--- config.mk ---
export PLATFORM = sky130hd
export DESIGN_NAME = l2_arbiter_flat
export DESIGN_NICKNAME = d
export VERILOG_FILES = /design/src/rtl/l2_arbiter_pkg.sv /design/src/rtl/l2_arbiter_if.sv /design/src/rtl/l2_arbiter.sv /design/src/flat_wrapper.sv
export SDC_FILE = /design/constraint.sdc
export NUM_CORES = 1
export LEC_CHECK = 0
export CORE_AREA = 2 2 324 326
export DETAILED_ROUTE_END_ITERATION = 8
export DIE_AREA = 0 0 326 328
export GPL_TIMING_DRIVEN = 0
export HOLD_SLACK_MARGIN = 0.15
export PLACE_DENSITY = 0.3
export SLEW_MARGIN = 25
export SYNTH_ARGS = -nofsm -noshare
export SYNTH_HDL_FRONTEND = slang
export SYNTH_SLANG_ARGS = --single-unit
export TNS_END_PERCENT = 100
--- constraint.sdc ---
create_clock -name clk -period 5.4 [get_ports clk]
set_clock_uncertainty 0.1 [all_clocks]
set_input_delay 0.81 -clock clk [delete_from_list [all_inputs] [get_ports clk]]
set_output_delay 0.81 -clock clk [all_outputs]
set_load 0.05 [all_outputs]
--- src/rtl/l2_arbiter_pkg.sv ---
// l2_arbiter_pkg: shared cache types and arbiter state encoding (rev 1.0)
`default_nettype none

package l2_arbiter_pkg;

  typedef logic [15:0]  lc3b_word;
  typedef logic [127:0] cache_line;

  typedef enum logic [1:0] {
    ARB_IDLE    = 2'd0,
    ARB_BUSY_I  = 2'd1,
    ARB_BUSY_D  = 2'd2,
    ARB_RELEASE = 2'd3
  } arb_state_t;

  typedef enum logic {
    GRANT_I = 1'b0,
    GRANT_D = 1'b1
  } grant_t;

endpackage

`default_nettype wire

--- src/rtl/l2_arbiter_if.sv ---
// l2_arbiter_if: line-granular memory port; master issues requests, slave answers (rev 1.0)
`default_nettype none

interface l2_arbiter_if
  import l2_arbiter_pkg::*;
#(
  parameter int ADDR_W = $bits(lc3b_word),
  parameter int LINE_W = $bits(cache_line)
);

  logic              mem_read;
  logic              mem_write;
  logic [ADDR_W-1:0] mem_address;
  logic [LINE_W-1:0] mem_wdata;
  logic [LINE_W-1:0] mem_rdata;
  logic              mem_resp;

  modport master (
    output mem_read, mem_write, mem_address, mem_wdata,
    input  mem_rdata, mem_resp
  );

  modport slave (
    input  mem_read, mem_write, mem_address, mem_wdata,
    output mem_rdata, mem_resp
  );

endinterface

`default_nettype wire

--- src/rtl/l2_arbiter.sv ---
// l2_arbiter: arbitrates I-cache and D-cache line requests onto the single L2 port (rev 1.0)
`default_nettype none

module l2_arbiter
  import l2_arbiter_pkg::*;
#(
  parameter int ADDR_W     = $bits(lc3b_word),
  parameter int LINE_W     = $bits(cache_line),
  parameter int FIXED_PRIO = 0
)(
  input  wire logic      clk,
  input  wire logic      rst,
  l2_arbiter_if.slave    icache,
  l2_arbiter_if.slave    dcache,
  l2_arbiter_if.master   l2
);

  arb_state_t        r_state;
  grant_t            r_last_grant;
  logic [ADDR_W-1:0] r_addr;
  logic [LINE_W-1:0] r_wdata;
  logic              r_rd;
  logic              r_wr;

  logic w_req_i;
  logic w_req_d;
  logic w_pick_d;
  logic w_resp_i;
  logic w_resp_d;

  always_comb begin
    w_req_i = icache.mem_read;
    w_req_d = dcache.mem_read | dcache.mem_write;
    if (w_req_i && w_req_d)
      w_pick_d = (FIXED_PRIO != 0) || (r_last_grant == GRANT_I);
    else
      w_pick_d = w_req_d;
  end

  // L2 request fields come only from the captured registers, so they stay
  // stable for the whole transaction whatever the L1 side does.
  always_ff @(posedge clk or posedge rst) begin
    if (rst) begin
      r_state      <= ARB_IDLE;
      r_last_grant <= GRANT_D;
      r_addr       <= '0;
      r_wdata      <= '0;
      r_rd         <= 1'b0;
      r_wr         <= 1'b0;
    end else begin
      case (r_state)
        ARB_IDLE: begin
          if (w_req_i || w_req_d) begin
            if (w_pick_d) begin
              r_addr       <= dcache.mem_address;
              r_wdata      <= dcache.mem_wdata;
              r_wr         <= dcache.mem_write;
              r_rd         <= ~dcache.mem_write;
              r_last_grant <= GRANT_D;
              r_state      <= ARB_BUSY_D;
            end else begin
              r_addr       <= icache.mem_address;
              r_wdata      <= '0;
              r_wr         <= 1'b0;
              r_rd         <= 1'b1;
              r_last_grant <= GRANT_I;
              r_state      <= ARB_BUSY_I;
            end
          end
        end
        ARB_BUSY_I, ARB_BUSY_D: begin
          if (l2.mem_resp) begin
            r_rd    <= 1'b0;
            r_wr    <= 1'b0;
            r_state <= ARB_RELEASE;
          end
        end
        ARB_RELEASE: r_state <= ARB_IDLE;
        default:     r_state <= ARB_IDLE;
      endcase
    end
  end

  assign l2.mem_read    = r_rd;
  assign l2.mem_write   = r_wr;
  assign l2.mem_address = r_addr;
  assign l2.mem_wdata   = r_wdata;

  // Response and data are routed combinationally to whichever side holds the grant.
  assign w_resp_i = (r_state == ARB_BUSY_I) && l2.mem_resp;
  assign w_resp_d = (r_state == ARB_BUSY_D) && l2.mem_resp;

  assign icache.mem_resp  = w_resp_i;
  assign icache.mem_rdata = w_resp_i ? l2.mem_rdata : '0;
  assign dcache.mem_resp  = w_resp_d;
  assign dcache.mem_rdata = w_resp_d ? l2.mem_rdata : '0;

endmodule

`default_nettype wire

--- src/flat_wrapper.sv ---
// flat-port wrapper written by rule: the top's interface ports become plain ports
module l2_arbiter_flat import l2_arbiter_pkg::*;
#(
  parameter int ADDR_W     = $bits(lc3b_word),
  parameter int LINE_W     = $bits(cache_line),
  parameter int FIXED_PRIO = 0
)
  (clk, rst, icache_mem_read, icache_mem_write, icache_mem_address, icache_mem_wdata, icache_mem_rdata, icache_mem_resp, dcache_mem_read, dcache_mem_write, dcache_mem_address, dcache_mem_wdata, dcache_mem_rdata, dcache_mem_resp, l2_mem_read, l2_mem_write, l2_mem_address, l2_mem_wdata, l2_mem_rdata, l2_mem_resp);
  l2_arbiter_if #(.ADDR_W(ADDR_W), .LINE_W(LINE_W)) icache_i ();
  l2_arbiter_if #(.ADDR_W(ADDR_W), .LINE_W(LINE_W)) dcache_i ();
  l2_arbiter_if #(.ADDR_W(ADDR_W), .LINE_W(LINE_W)) l2_i ();
  input  wire logic clk;
  input  wire logic rst;
  input wire logic [$bits(icache_i.mem_read)-1:0] icache_mem_read;
  input wire logic [$bits(icache_i.mem_write)-1:0] icache_mem_write;
  input wire logic [$bits(icache_i.mem_address)-1:0] icache_mem_address;
  input wire logic [$bits(icache_i.mem_wdata)-1:0] icache_mem_wdata;
  output wire logic [$bits(icache_i.mem_rdata)-1:0] icache_mem_rdata;
  output wire logic [$bits(icache_i.mem_resp)-1:0] icache_mem_resp;
  input wire logic [$bits(dcache_i.mem_read)-1:0] dcache_mem_read;
  input wire logic [$bits(dcache_i.mem_write)-1:0] dcache_mem_write;
  input wire logic [$bits(dcache_i.mem_address)-1:0] dcache_mem_address;
  input wire logic [$bits(dcache_i.mem_wdata)-1:0] dcache_mem_wdata;
  output wire logic [$bits(dcache_i.mem_rdata)-1:0] dcache_mem_rdata;
  output wire logic [$bits(dcache_i.mem_resp)-1:0] dcache_mem_resp;
  output wire logic [$bits(l2_i.mem_read)-1:0] l2_mem_read;
  output wire logic [$bits(l2_i.mem_write)-1:0] l2_mem_write;
  output wire logic [$bits(l2_i.mem_address)-1:0] l2_mem_address;
  output wire logic [$bits(l2_i.mem_wdata)-1:0] l2_mem_wdata;
  input wire logic [$bits(l2_i.mem_rdata)-1:0] l2_mem_rdata;
  input wire logic [$bits(l2_i.mem_resp)-1:0] l2_mem_resp;
  assign icache_i.mem_read = icache_mem_read;
  assign icache_i.mem_write = icache_mem_write;
  assign icache_i.mem_address = icache_mem_address;
  assign icache_i.mem_wdata = icache_mem_wdata;
  assign icache_mem_rdata = icache_i.mem_rdata;
  assign icache_mem_resp = icache_i.mem_resp;
  assign dcache_i.mem_read = dcache_mem_read;
  assign dcache_i.mem_write = dcache_mem_write;
  assign dcache_i.mem_address = dcache_mem_address;
  assign dcache_i.mem_wdata = dcache_mem_wdata;
  assign dcache_mem_rdata = dcache_i.mem_rdata;
  assign dcache_mem_resp = dcache_i.mem_resp;
  assign l2_mem_read = l2_i.mem_read;
  assign l2_mem_write = l2_i.mem_write;
  assign l2_mem_address = l2_i.mem_address;
  assign l2_mem_wdata = l2_i.mem_wdata;
  assign l2_i.mem_rdata = l2_mem_rdata;
  assign l2_i.mem_resp = l2_mem_resp;
  l2_arbiter #(.ADDR_W(ADDR_W), .LINE_W(LINE_W), .FIXED_PRIO(FIXED_PRIO)) u_core (.clk(clk), .rst(rst), .icache(icache_i), .dcache(dcache_i), .l2(l2_i));
endmodule
# After elaboration in Yosys (flattened, before gate mapping)
# Cells that the tools add are included.
totals:
  wordCells: 41
  regBits: 149
  out_inout_bits: 404
classes:
  eq_ne: 5
  bitwise: 3
  mux: 17
  reduce_logical: 10
ops:
  columns: ["op", "count"]
  rows:
  - ["$mux 128", 3]
  - ["$mux 16", 1]
  - ["$mux 1", 7]
  - ["$mux 2", 3]
  - ["$pmux 2 s3", 1]
  - ["$eq 2x2->1 const B", 2]
  - ["$pmux 1 s2", 2]
  - ["$reduce_and 2->1", 2]
  - ["$logic_and 1x1->1", 3]
  - ["$reduce_and 3->1", 1]
  - ["$eq 2x1->1 const B", 1]
  - ["$logic_not 2->1", 1]
  - ["$ne 2x1->1 const B", 1]
  - ["$ne 2x2->1 const B", 1]
  - ["$not 1->1", 2]
  - ["$reduce_bool 2->1", 1]
  - ["$reduce_or 2->1", 1]
  - ["$logic_or 1x1->1", 1]
  - ["$or 1x1->1", 1]

# Logic depth before layout (Yosys ltp)
# Gate-level depths: netlist of run 1.
depth:
  ltp_word: 6
  depth_mapped: 7

# Worst setup path before layout of run 1
# OpenSTA, ideal clock, no wires.
synth_timing:
  path_kind: "input -> output"
  from: "input port l2_mem_resp"
  to: "output port dcache_mem_rdata[100]"
  path_buffers: 3
  path_stages: 4
  t_arrival_ps: 1961
  t_required_ps: 4490
  path_slack_ps: 2529
  path_cell_list: "clkbuf_1 > clkbuf_1 > clkbuf_1 > and3_1"
synth_via:
  elab_chain_len: 2
synth_rtl:
  columns: ["item", "line_no", "source"]
  rows:
  - ["from (decl)", "flat_wrapper.sv:31", "input wire logic [$bits(l2_i.mem_resp)-1:0] l2_mem_resp;"]
  - ["$logic_and 1x1->1", "l2_arbiter.sv:91", "assign w_resp_d = (r_state == ARB_BUSY_D) && l2.mem_resp;"]
  - ["$mux 128", "l2_arbiter.sv:96", "assign dcache.mem_rdata = w_resp_d ? l2.mem_rdata : '0;"]
  - ["to (decl)", "flat_wrapper.sv:24", "output wire logic [$bits(dcache_i.mem_rdata)-1:0] dcache_mem_rdata;"]
# Every way passes these cells.

# Worst setup path in the final report of run 1
layout_timing:
  from: "input port l2_mem_resp"
  to: "output port icache_mem_rdata[88]"
layout_via:
  elab_chain_len: 2
layout_rtl:
  columns: ["item", "line_no", "source"]
  rows:
  - ["$logic_and 1x1->1", "l2_arbiter.sv:90", "assign w_resp_i = (r_state == ARB_BUSY_I) && l2.mem_resp;"]
  - ["$mux 128", "l2_arbiter.sv:94", "assign icache.mem_rdata = w_resp_i ? l2.mem_rdata : '0;"]
  - ["to (decl)", "flat_wrapper.sv:18", "output wire logic [$bits(icache_i.mem_rdata)-1:0] icache_mem_rdata;"]
# Every way passes these cells.

==> results of run 1 <==
==> registers in the layout (all words and copies together) (netlist names) <==
register	flops
u_core.l2.mem_read	1
u_core.l2.mem_wdata	128
u_core.l2.mem_address	16
u_core.r_last_grant	1
u_core.r_state	2
u_core.l2.mem_write	1
==> path summary, 6_finish.rpt <==
check | cells past startpoint | end
worst min register to register | 2 | u_core.l2.mem_address[5]$_DFFE_PP0P_
max in group asynchronous | 3 | u_core.l2.mem_wdata[6]$_DFFE_PP0P_
worst max register to register | 7 | u_core.l2.mem_wdata[25]$_DFFE_PP0P_
worst min-delay path | 2 | u_core.l2.mem_address[5]$_DFFE_PP0P_
worst max-delay path | 5 | icache_mem_rdata[88]
min in group asynchronous | 2 | u_core.l2.mem_wdata[96]$_DFFE_PP0P_
==> kinds of logic after synthesis <==
family / Yosys count / synth area share, %
DFF: 149 / 50.6
buffers and inverters: 96 / 5.40
muxes: 21 / 2.87
adders and majority gates: 4 / 0.679
and+or+nand+nor: 278 / 23.0
AOI/OAI and AO/OA: 152 / 17.4
==> per-layer routing <==
| layer | vias up | wire, um | GRT usage [%] |
|---|---|---|---|
| li1 | 4050 | - | - |
| met1 | 4423 | 25300 | 13.0 |
| met2 | 524 | 34400 | 22.5 |
| met3 | 83 | 5860 | 4.49 |
| met4 | 12 | 1620 | 3.43 |
| met5 | - | 72 | 0 |
==> final cells by class <==
class / instances / area (sq um) / share of cell area [%]
inverters: 6 / 30.0 / 0.180
diodes: 8 / 20.0 / 0.120
plain buffers: 90 / 375 / 2.25
clock inverters: 14 / 139 / 0.831
well taps: 1380 / 1730 / 10.3
clock buffers: 18 / 439 / 2.63
multi-input cells: 455 / 3240 / 19.4
flip-flops and latches: 149 / 3730 / 22.3
repair buffers: 698 / 7010 / 42.0
==> placed cells by master, fill, tap and decap left out <==
| cell type | instances |
|---|---|
| a211o_1 | 1 |
| a21boi_0 | 1 |
| a21o_1 | 1 |
| a22o_1 | 129 |
| a22oi_1 | 1 |
| and2_1 | 2 |
| and3_1 | 257 |
| buf_16 | 1 |
| buf_2 | 21 |
| buf_4 | 3 |
| buf_8 | 1 |
| bufinv_16 | 1 |
| clkbuf_1 | 66 |
| clkbuf_16 | 17 |
| clkbuf_8 | 1 |
| clkdlybuf4s50_1 | 696 |
| clkinv_2 | 1 |
| clkinv_4 | 3 |
| clkinvlp_4 | 3 |
| dfrtp_1 | 148 |
| dfstp_2 | 1 |
| diode_2 | 8 |
| ha_1 | 4 |
| inv_1 | 5 |
| inv_6 | 5 |
| inv_8 | 2 |
| mux2_2 | 1 |
| mux2i_1 | 20 |
| nand2_1 | 16 |
| nor2_2 | 1 |
| nor3_1 | 2 |
| o21ai_0 | 16 |
| o2bb2ai_1 | 2 |
| o31ai_4 | 1 |
==> through the flow <==
| stage | cell area [sq um] | power [W] |
|---|---|---|
| floorplan | 7370 | 0.00577 |
| global placement | 16100 | 0.00844 |
| detailed placement | 16100 | 0.00844 |
| CTS | 16700 | 0.00977 |
| global route | 16700 | 0.0101 |
| finish | 16700 | 0.00956 |
==> worst max-delay path, delay by kind of cell <==
kind | cells | cell delay [ps]
buffers and inverters | 4 | 2620
and+or+nand+nor | 1 | 280
==> power by group <==
part	switching (W)	total [W]	leakage, nW	internal [W]
combinational	0.00431	0.00643	4.99	0.00211
sequential	0.000290	0.00189	1.90	0.00160
clock	0.000588	0.00125	0.276	0.000658
==> results.sh, run 1 <==
export IMPL_status="finished, final reports clean"
export IMPL_synth_async_reset_ratio_pct=100
export IMPL_fin_crit_sh_pct=85.8
export IMPL_critPathKind="in -> out"
export IMPL_synth_top_area_share_pct=50.3
export IMPL_grt_usage_pct=12.2
export IMPL_yosysMostFrequentCell="and3_1"
export IMPL_synth_area_leaders="dfrtp_1 50%, and3_1 22%, a22o_1 15%"
export IMPL_ff2ff_setup_slack_ps=3100
export IMPL_leakage_nw=7.16
export IMPL_slowest_stage="clkdlybuf4s50_1"
export IMPL_cp_startpoint="l2_mem_resp"
export IMPL_grt_pass1_wl_mm=90.1
export IMPL_routed_via_count=9092
export IMPL_routabilityCongestion=0.885
export IMPL_cts_hold_buffers=0
export IMPL_min_period_ps=4630
export IMPL_maxCapViolations=0
export IMPL_cts_htree_levels=4
export IMPL_rows=118
export IMPL_hold_path_startpoint="u_core.l2.mem_address[5]$_DFFE_PP0P_"
export IMPL_report_final_slew_viol_count=0
export IMPL_antenna_found_initial=29
export IMPL_io_buffers=696
export IMPL_placed_cells=2778
export IMPL_post_place_ws_ps=597
export IMPL_ys_warn_count=0
export IMPL_synth_cell_types=22
export IMPL_vias_per_cell=3.23
export IMPL_postLayoutCoreUtil_pct=16.2
export IMPL_power_density_mw_per_mm2=572
export IMPL_wirelength_mm=67.3
export IMPL_cts_sinks=149
export IMPL_grt_start_max_net_pins=77
export IMPL_holdWs_ps=383
export IMPL_slowest_delay_ps=830
export IMPL_first_pass_iters=4
export IMPL_startpoint_type="input pin"
export IMPL_post_cts_resized=0
export IMPL_num_fill_cells=11600
export IMPL_r2r_start="u_core.r_state[0]$_DFFE_PP0P_"
export IMPL_tritoncts="done"
export IMPL_path_clk_slew_ps=70
export IMPL_syn_area_per_cell_sq_um=10.5
export IMPL_hold_class="reg -> reg"
export IMPL_start_util_pct=7.14
export IMPL_drt_initial_drc_count=456
export IMPL_fin_nets=1844
export IMPL_ys_seq_area_share_pct=50.6
export IMPL_cts_buffers=17
export IMPL_cp_end_kind="output port"
export IMPL_die_y_um=328
export IMPL_die_x_um=326
export IMPL_irDropWorstVdd_v=0.000247
export IMPL_syn_area_sq_mm=0.00737
export IMPL_stdcell_count=2818
export IMPL_ioPinCount=827
export IMPL_fin_ws_ps=767
export IMPL_drive_gt1_share_pct=4.41
export IMPL_synth_fp_nets=1127
export IMPL_synth_seq_cells=149
export IMPL_arrival_ps=3720
export IMPL_synth_edff_count=0
export IMPL_synth_ff_type="dfrtp_1"
export IMPL_setup_viol=0
export IMPL_timing_slew_headroom_pct=42.7
export IMPL_drt_antenna_violating_nets=0
export IMPL_synth_largest_area_cell="dfrtp_1"
export IMPL_drc=0
export IMPL_path_max_fanout=10
export IMPL_synthTopCellsByCount="257 x and3_1, 148 x dfrtp_1, 129 x a22o_1"
export IMPL_cpMostUsedCell="clkbuf_1"
export IMPL_max_clock_freq_mhz=216
export IMPL_first_global_vias=9956
export IMPL_hold_viol=0
export IMPL_cts_root_buf="clkbuf_16"
export IMPL_dp_hpwl_mm=58.5
export IMPL_area_delta_synth_final_pct=127
export IMPL_rsz0062_at_grt="false"
export IMPL_synth_cells=700
export IMPL_routedWlPerCell_um=23.9
export IMPL_worst_pin_slew_ps=857
export IMPL_crit_path_cell_trace="clkbuf_1 -> clkbuf_1 -> clkbuf_1 -> and3_1 -> clkdlybuf4s50_1"
export IMPL_clk_latency_ps=460
export IMPL_coreArea_sq_mm=0.103
export IMPL_post_cts_buffers=0
export IMPL_dieArea_sq_mm=0.107
export IMPL_setup_tns_final_ps=0
export IMPL_cts_max_path_buffers=2
export IMPL_required_ps=4490
export IMPL_grt_overflow_total=0
(Power assumes the default switching activity.)
==> inputs of run 2 (changes only) <==
Settings changed: SETUP_SLACK_MARGIN from default to 0.02.
==> results of run 2 <==
Final layout, timing and power as in run 1 (identical DEF).
